### config.mk
export PLATFORM = sky130hd
export DESIGN_NAME = cmd_sequencer
export DESIGN_NICKNAME = d
export VERILOG_FILES = /design/src/rtl/cmd_sequencer.sv
export SDC_FILE = /design/constraint.sdc
export NUM_CORES = 1
export LEC_CHECK = 0
export BUFFER_PORTS_ARGS = -buffer_cell sky130_fd_sc_hd__buf_2
export CELL_PAD_IN_SITES_DETAIL_PLACEMENT = 0
export CELL_PAD_IN_SITES_GLOBAL_PLACEMENT = 2
export CORE_MARGIN = 5
export CORE_UTILIZATION = 29
export CTS_CLUSTER_DIAMETER = 40
export DETAILED_ROUTE_END_ITERATION = 12
export PLACE_DENSITY = 0.83
export RECOVER_POWER = 100
export SLEW_MARGIN = 25
export SYNTH_ARGS = -nofsm -noshare
export SYNTH_HDL_FRONTEND = slang
export SYNTH_SLANG_ARGS = --single-unit
### constraint.sdc
create_clock -name clk -period 2.1 [get_ports clk]
set_input_delay 0.105 -clock clk [delete_from_list [all_inputs] [get_ports clk]]
set_output_delay 0.105 -clock clk [all_outputs]
set_load 0.05 [all_outputs]
### src/rtl/cmd_sequencer.sv
// Command sequencer: takes a received UART command, hands it to a downstream
// executor, then transmits one ACK/NAK byte. Optional EXEC watchdog: CMD_TIMEOUT_EN.
module cmd_sequencer #(
  parameter logic [7:0]  ACK_BYTE       = 8'hA5,
  parameter logic [7:0]  NAK_BYTE       = 8'h5A,
  parameter logic [15:0] TIMEOUT_CYCLES = 16'd50000
) (
  input  logic        clk,
  input  logic        rst,
  input  logic        cmd_rdy,
  input  logic [23:0] cmd,
  output logic        clr_cmd_rdy,
  output logic        trmt,
  output logic [7:0]  tx_data,
  input  logic        tx_done,
  output logic        op_vld,
  output logic [7:0]  opcode,
  output logic [15:0] op_data,
  input  logic        op_done,
  input  logic        op_err,
  output logic        busy
);

  typedef enum logic [1:0] {IDLE, EXEC, SEND, WAIT_TX} state_t;

  state_t      state, state_nxt;
  logic [7:0]  opcode_nxt;
  logic [15:0] op_data_nxt;
  logic [7:0]  tx_data_nxt;

`ifdef CMD_TIMEOUT_EN
  logic [15:0] wdog_cnt, wdog_nxt;
  logic        wdog_hit;

  // Counter holds the number of completed EXEC cycles, so the limit is
  // reached during the TIMEOUT_CYCLES-th EXEC cycle.
  assign wdog_hit = (wdog_cnt == TIMEOUT_CYCLES - 16'd1);

  always_ff @(posedge clk or posedge rst) begin
    if (rst) wdog_cnt <= 16'h0000;
    else     wdog_cnt <= wdog_nxt;
  end
`endif

  always_ff @(posedge clk or posedge rst) begin
    if (rst) begin
      state   <= IDLE;
      opcode  <= 8'h00;
      op_data <= 16'h0000;
      tx_data <= 8'h00;
    end else begin
      state   <= state_nxt;
      opcode  <= opcode_nxt;
      op_data <= op_data_nxt;
      tx_data <= tx_data_nxt;
    end
  end

  always_comb begin
    state_nxt   = state;
    opcode_nxt  = opcode;
    op_data_nxt = op_data;
    tx_data_nxt = tx_data;
    clr_cmd_rdy = 1'b0;
    trmt        = 1'b0;
    op_vld      = 1'b0;
`ifdef CMD_TIMEOUT_EN
    wdog_nxt    = wdog_cnt;
`endif
    case (state)
      IDLE: begin
        // Gated with rst so the receiver is never cleared while held in reset.
        if (cmd_rdy && !rst) begin
          clr_cmd_rdy = 1'b1;
          opcode_nxt  = cmd[23:16];
          op_data_nxt = cmd[15:0];
          if (cmd[23:16] != 8'h00) begin
            state_nxt = EXEC;
`ifdef CMD_TIMEOUT_EN
            wdog_nxt  = 16'h0000;
`endif
          end else begin
            tx_data_nxt = NAK_BYTE;
            state_nxt   = SEND;
          end
        end
      end
      EXEC: begin
        op_vld = 1'b1;
`ifdef CMD_TIMEOUT_EN
        wdog_nxt = wdog_cnt + 16'd1;
`endif
        if (op_done) begin
          tx_data_nxt = op_err ? NAK_BYTE : ACK_BYTE;
          state_nxt   = SEND;
        end
`ifdef CMD_TIMEOUT_EN
        else if (wdog_hit) begin
          tx_data_nxt = NAK_BYTE;
          state_nxt   = SEND;
        end
`endif
      end
      SEND: begin
        trmt      = 1'b1;
        state_nxt = WAIT_TX;
      end
      WAIT_TX: begin
        if (tx_done) state_nxt = IDLE;
      end
      default: state_nxt = IDLE;
    endcase
  end

  assign busy = (state != IDLE);

endmodule
==> results.py, run 1 <==
metrics = {
    "outcome": {
        "status": "completed",
    },
    "timing": {
        "period_needed_ns": 1.86,
        "finalCritPeriodShare": 0.885,
        "grt_setup_unrepaired": "false",
        "fin_tns_setup_ns": 0,
        "finalHoldViolations": 0,
        "fmaxAchievable_mhz": 538,
        "report.final.slew_viol_count": 0,
        "worst_pin_slew_ns": 0.976,
        "setup-violations-final": 0,
        "skew_ns": 0.00281,
        "slew-limit-headroom": 0.349,
    },
    "worst_setup_path": {
        "rr_startpoint": "state[0]$_DFFE_PP0P_",
        "crit_start": "state[0]$_DFFE_PP0P_",
        "worst_setup_path_start_kind": "register",
        "crit_arrival_ns": 1.75,
        "crit_required_ns": 2.00,
        "worstSetupPathType": "register to output port",
        "endpoint_kind": "output port",
        "crit_fanout": 26,
    },
    "global_route": {
        "grt_overflow_total": 0,
        "grt_usage": 0.107,
        "grt_pass1_vias": 1057,
        "grt_max_degree": 27,
        "grt_pass1_wl_um": 5330,
        "antenna_found_initial": 0,
    },
    "placement": {
        "gp_congestion": 0.837,
        "hpwl_um": 2650,
        "portBuffers": 65,
        "placed_cell_area_sq_um": 1730,
    },
    "clock_network": {
        "clkLatencyLatePin_ns": 0.27,
        "cts_max_level": 1,
        "cts_tree": "built",
        "numCtsBuffers": 3,
        "clk_pin_slew_ns": 0.09,
        "cts.path.max_buffers": 2,
        "cts_root_buf": "clkbuf_8",
        "postCtsSetupBuffers": 0,
        "ctsResizeCount": 0,
        "cts_sinks": 28,
    },
    "cells_and_area": {
        "post-route-util": 0.358,
        "num-fill-cells": 503,
        "drive_above_1_share": 0.290,
        "multi_input_area_sq_um": 498,
        "fin_area_sq_um": 1680,
        "diodes": 0,
        "syn_to_final_growth_pct": 19.7,
        "seqCellArea_sq_um": 701,
        "nets": 191,
    },
    "routing": {
        "met1_length_um": 1290,
        "via_per_inst": 4.57,
        "drc_errors": 0,
        "vias": 955,
        "route.met2.wl_um": 1660,
        "drtIter0Drc": 37,
        "wirelength_um": 3220,
        "highest_layer": "met4",
        "ant_nets": 0,
        "detailroute.wirelength.met3_um": 257,
        "wl_per_cell_um": 15.4,
        "first_pass_iters": 3,
    },
    "die": {
        "die_h_um": 79.5,
        "initial_core_util": 0.299,
        "rows": 25,
        "dieArea_sq_um": 6320,
        "die_x_um": 79.5,
        "io-pin-count": 66,
        "core-area_sq_um": 4690,
    },
    "synth": {
        "ys_ff_latch": 28,
        "syn_area_sq_um": 1400,
        "synth.distinct_cells": 23,
        "synth_top_area_cell": "dfrtp_1",
        "syn_inst": 92,
        "synth.top_cell.area_share": 0.500,
        "ys_top_cells_by_area": "dfrtp_1 (50%), mux2_4 (21%), ha_1 (4.5%)",
        "syn_nets": 127,
        "synth_seq_area_share": 0.500,
        "synth_area_per_cell_sq_um": 15.2,
        "synth_warnings": 0,
    },
    "hold_path": {
        "hold_start": "cmd[12]",
        "hold_class": "input pin to register",
    },
    "flow_run": {
        "maxCapViolations": 0,
    },
}
==> sequential cells by signal, summed over array words and instances, names as in the netlist <==
register and count:
op_data 16, opcode 8, state 2, tx_data 2
==> stage by stage <==
step / setup WS (ns) / instances / hold WS, ns
after floorplan: 0.396 / 92 / 0.170
after global placement: 0.517 / 204 / 0.145
after detailed placement: 0.415 / 204 / 0.148
after CTS: 0.199 / 209 / 0.0485
after global routing: 0.132 / 209 / 0.0371
final: 0.242 / 209 / 0.0454
==> cells in the final DEF, fill, tap and decap left out, types with 2 or more instances in the layout <==
| cell type | Yosys | routed |
|---|---|---|
| clkbuf_1 | 0 | 37 |
| buf_2 | 0 | 28 |
| dfrtp_1 | 28 | 28 |
| mux2_1 | 0 | 19 |
| inv_1 | 7 | 7 |
| mux2_2 | 5 | 5 |
| ha_1 | 5 | 5 |
| a31oi_1 | 3 | 3 |
| clkbuf_8 | 0 | 3 |
| nor4_2 | 2 | 2 |
==> routing by layer <==
metal,global-route usage,up-vias
li1,-,444
met1,0.125,471
met2,0.185,38
met3,0.0260,2
met4,0.0412,0
met5,0,-
==> path summary, 6_finish.rpt <==
kind / end / slack, ns / cells past startpoint
min reg2reg: op_data[9]$_DFFE_PP0P_ / 0.50 / 1
max in group asynchronous: state[1]$_DFFE_PP0P_ / 0.46 / 4
min: op_data[12]$_DFFE_PP0P_ / 0.05 / 2
min in group asynchronous: op_data[10]$_DFFE_PP0P_ / 0.41 / 3
max: clr_cmd_rdy / 0.24 / 5
max reg2reg: tx_data[5]$_DFFE_PP0P_ / 0.43 / 6
==> Yosys cell counts <==
| cell | instances |
|---|---|
| a31o_1 | 1 |
| a31oi_1 | 3 |
| a41o_1 | 1 |
| and2b_2 | 1 |
| and3b_1 | 1 |
| and4b_2 | 1 |
| buf_12 | 2 |
| buf_4 | 6 |
| buf_6 | 1 |
| dfrtp_1 | 28 |
| ha_1 | 5 |
| inv_1 | 7 |
| mux2_2 | 5 |
| mux2_4 | 20 |
| mux2i_1 | 1 |
| nand2b_1 | 1 |
| nand3_1 | 1 |
| nand4_1 | 1 |
| nor2_1 | 1 |
| nor2b_1 | 1 |
| nor4_2 | 2 |
| nor4bb_1 | 1 |
| o221a_4 | 1 |
==> cell type report <==
cell class,instances,share of cell area
tap,54,0.0403
timing repair buffer,68,0.187
multi-input combinational,48,0.297
inverter,7,0.0157
sequential,28,0.418
clock inverter,1,0.0179
clock buffer,3,0.0246
==> worst max-delay path, cell delays in order, from the launching register on <==
cell and delay, ns:
dfrtp_1 0.42, inv_1 0.13, ha_1 0.21, and3b_1 0.22, buf_12 0.19, clkbuf_2 0.30
==> logic make-up (layout without fill, tap and decap cells) <==
group / after synthesis / in the layout / synth area share
flip-flops: 28 / 28 / 0.500
multiplexers: 26 / 26 / 0.262
buffers and inverters: 16 / 79 / 0.0875
AND/OR/NAND/NOR: 11 / 11 / 0.0652
AO/OA/AOI/OAI: 6 / 6 / 0.0411
adder cells (fa/ha/maj): 5 / 5 / 0.0446
==> timing repair <==
item / CTS / global route
hold buffers: 1 / 0
setup endpoints to repair: 0 / 0
endpoints found under the hold margin: 10 / 0
Power of run 1 is left out: the tool's default activity adds up to more than one toggle a clock period on the data nets, which glitch-free logic cannot reach.
==> run 2: changes to the inputs <==
ABC_AREA = 1   (was default)
CORE_UTILIZATION = 24   (was 29)
CTS_CLUSTER_SIZE = 14   (was default)
==> run 2 against run 1 <==
Compared with the run above: utilization is 4.4 points lower; global-route usage is 0.86 points lower; wire length is 4.3% higher; synthesized area is 4.9% lower; worst hold slack worse by 0.018 ns; flip-flop and latch count stayed put; design area is 1.6% higher; synthesized cell count is 74% higher; setup slack worse by 0.012 ns; clock-buffer cell count stayed put; largest cell class unchanged.
==> results.py, run 2 <==
metrics = {
    "outcome": {
        "status": "completed",
    },
    "synth": {
        "syn_nets": 195,
        "syn_inst": 160,
        "synth_most_common_cell": "nand2_1",
        "synth_flop_cell": "dfrtp_1",
        "synth_top_area_cell": "dfrtp_1",
        "ys_top_cells_by_area": "dfrtp_1 (53%), nand2_1 (25%), ha_1 (4.7%)",
        "synth_warnings": 0,
        "synth_area_per_cell_sq_um": 8.33,
        "synth.distinct_cells": 15,
        "synthArstFlopShare": 1.00,
        "syn_area_sq_um": 1330,
        "synth_commonest_cells": "nand2_1 (87), dfrtp_1 (28), nor2_1 (12)",
        "synth_edf_count": 0,
        "ys_ff_latch": 28,
        "synth_seq_area_share": 0.526,
        "synth.top_cell.area_share": 0.526,
    },
    "worst_setup_path": {
        "crit_chain": "inv_1 -> ha_1 -> inv_1 -> nor2_8 -> buf_2",
        "crit_buf_inv": 3,
        "crit_top_cell": "inv_1",
        "critPathSlowestCell": "dfrtp_1",
        "crit_required_ns": 2.00,
        "rr_startpoint": "state[0]$_DFFE_PP0P_",
        "rrSetupSlack_ns": 0.28,
        "crit_fanout": 16,
        "endpoint_kind": "output port",
        "crit_arrival_ns": 1.76,
        "cpPeakStageDelay_ns": 0.42,
        "crit_family": "buffers and inverters",
        "worst_setup_path_start_kind": "register",
        "cp.depth": 5,
        "reg2reg_depth": 7,
        "rr_endpoint": "opcode[5]$_DFFE_PP0P_",
        "worstSetupPathType": "register to output port",
        "crit_start": "state[0]$_DFFE_PP0P_",
    },
    "hold_path": {
        "hold_class": "input pin to register",
        "hold_path_depth": 3,
        "holdPathEnd": "op_data[7]$_DFFE_PP0P_",
        "hold_start": "cmd[7]",
    },
    "timing": {
        "slew-limit-headroom": 0.529,
        "finalHoldViolations": 0,
        "report.final.slew_viol_count": 0,
        "skew_ns": 0.00251,
        "setup-violations-final": 0,
        "finalCritPeriodShare": 0.890,
        "grt_setup_unrepaired": "false",
        "period_needed_ns": 1.87,
        "fmaxAchievable_mhz": 535,
        "worst_pin_slew_ns": 0.707,
        "fin_tns_setup_ns": 0,
    },
    "clock_network": {
        "clk_pin_slew_ns": 0.09,
        "cts_sinks": 28,
        "cts_root_buf": "clkbuf_8",
        "clkLatencyLatePin_ns": 0.27,
        "cts.path.max_buffers": 2,
        "cts_tree": "built",
        "cts_max_level": 1,
        "postCtsSetupBuffers": 0,
        "numCtsBuffers": 3,
    },
    "placement": {
        "hpwl_um": 2620,
        "portBuffers": 65,
        "gp_congestion": 0.714,
    },
    "die": {
        "die_x_um": 84.5,
        "initial_core_util": 0.245,
        "core-area_sq_um": 5440,
        "rows": 27,
        "dieArea_sq_um": 7140,
        "die_h_um": 84.5,
        "io-pin-count": 66,
    },
    "cells_and_area": {
        "drive_above_1_share": 0.176,
        "top_regs": "op_data (16), opcode (8)",
        "nets": 258,
        "diodes": 0,
        "largest_reg_flops": 16,
        "final_common_cell": "nand2_1",
        "regMostFlops": "op_data",
        "final_cell_mix": "nand2_1 (87), clkbuf_1 (36), buf_2 (30), dfrtp_1 (28), nor2_1 (12)",
        "syn_to_final_growth_pct": 27.9,
    },
    "routing": {
        "via_per_inst": 3.82,
        "drc_errors": 0,
        "wl_per_cell_um": 11.4,
        "drtIter0Drc": 32,
        "first_pass_iters": 4,
        "wirelength_um": 3360,
        "ant_nets": 0,
        "vias": 1123,
    },
    "global_route": {
        "grt_usage": 0.0980,
        "grt_pass1_vias": 1159,
        "grt_max_degree": 29,
        "grt_pass1_wl_um": 5700,
        "antenna_found_initial": 0,
        "grt_overflow_total": 0,
    },
    "flow_run": {
        "maxCapViolations": 0,
    },
}
## run 2: cell families after synthesis
group | synth area share
adder cells (fa/ha/maj) | 0.0469
flip-flops | 0.526
AND/OR/NAND/NOR | 0.318
buffers and inverters | 0.0995
AO/OA/AOI/OAI | 0.00939
## run 2: worst max path at each step
stage	slack, ns	to
after detailed placement	0.54	opcode[5]$_DFFE_PP0P_
after floorplan	0.54	tx_data[5]$_DFFE_PP0P_
after global placement	0.59	op_data[0]$_DFFE_PP0P_
after CTS	0.23	clr_cmd_rdy
after global routing	0.05	op_data[0]$_DFFE_PP0P_
final	0.23	clr_cmd_rdy
## run 2: tightest hold or removal path: cells and delay by family
kind                   cells  cell delay [ns]
AND/OR/NAND/NOR            2             0.09
buffers and inverters      1             0.07
## run 2: final cells by class
type	instances	area [sq um]
multi-input combinational	112	499
sequential	28	701
fill	627	3730
inverter	10	42.5
clock buffer	3	41.3
timing repair buffer	68	300
clock inverter	1	30.0
tap	72	90.1
## run 2: stage by stage
| stage | setup slack [ns] | std cells | instance area, sq um | hold WS, ns | util |
|---|---|---|---|---|---|
| after CTS | 0.233 | 294 | 1750 | 0.0162 | 0.323 |
| after detailed placement | 0.536 | 289 | 1670 | 0.247 | 0.308 |
| final | 0.231 | 294 | 1700 | 0.0269 | 0.313 |
| after global routing | 0.0514 | 294 | 1700 | 0.0150 | 0.313 |
| after global placement | 0.586 | 289 | 1670 | 0.246 | 0.308 |
| after floorplan | 0.536 | 160 | 1330 | 0.0261 | - |
## run 2: routing by layer
layer / global-route usage / routed length, um
met1: 0.117 / 1450
met2: 0.172 / 1640
met3: 0.0304 / 231
met4: 0.0216 / 36
met5: 0 / 0
## run 2: what timing repair did
item / in CTS / in global routing
gates resized for setup: 0 / 0
hold buffers: 1 / 0
endpoints found under the hold margin: 28 / 0
Power of run 2 is left out for the same reason.
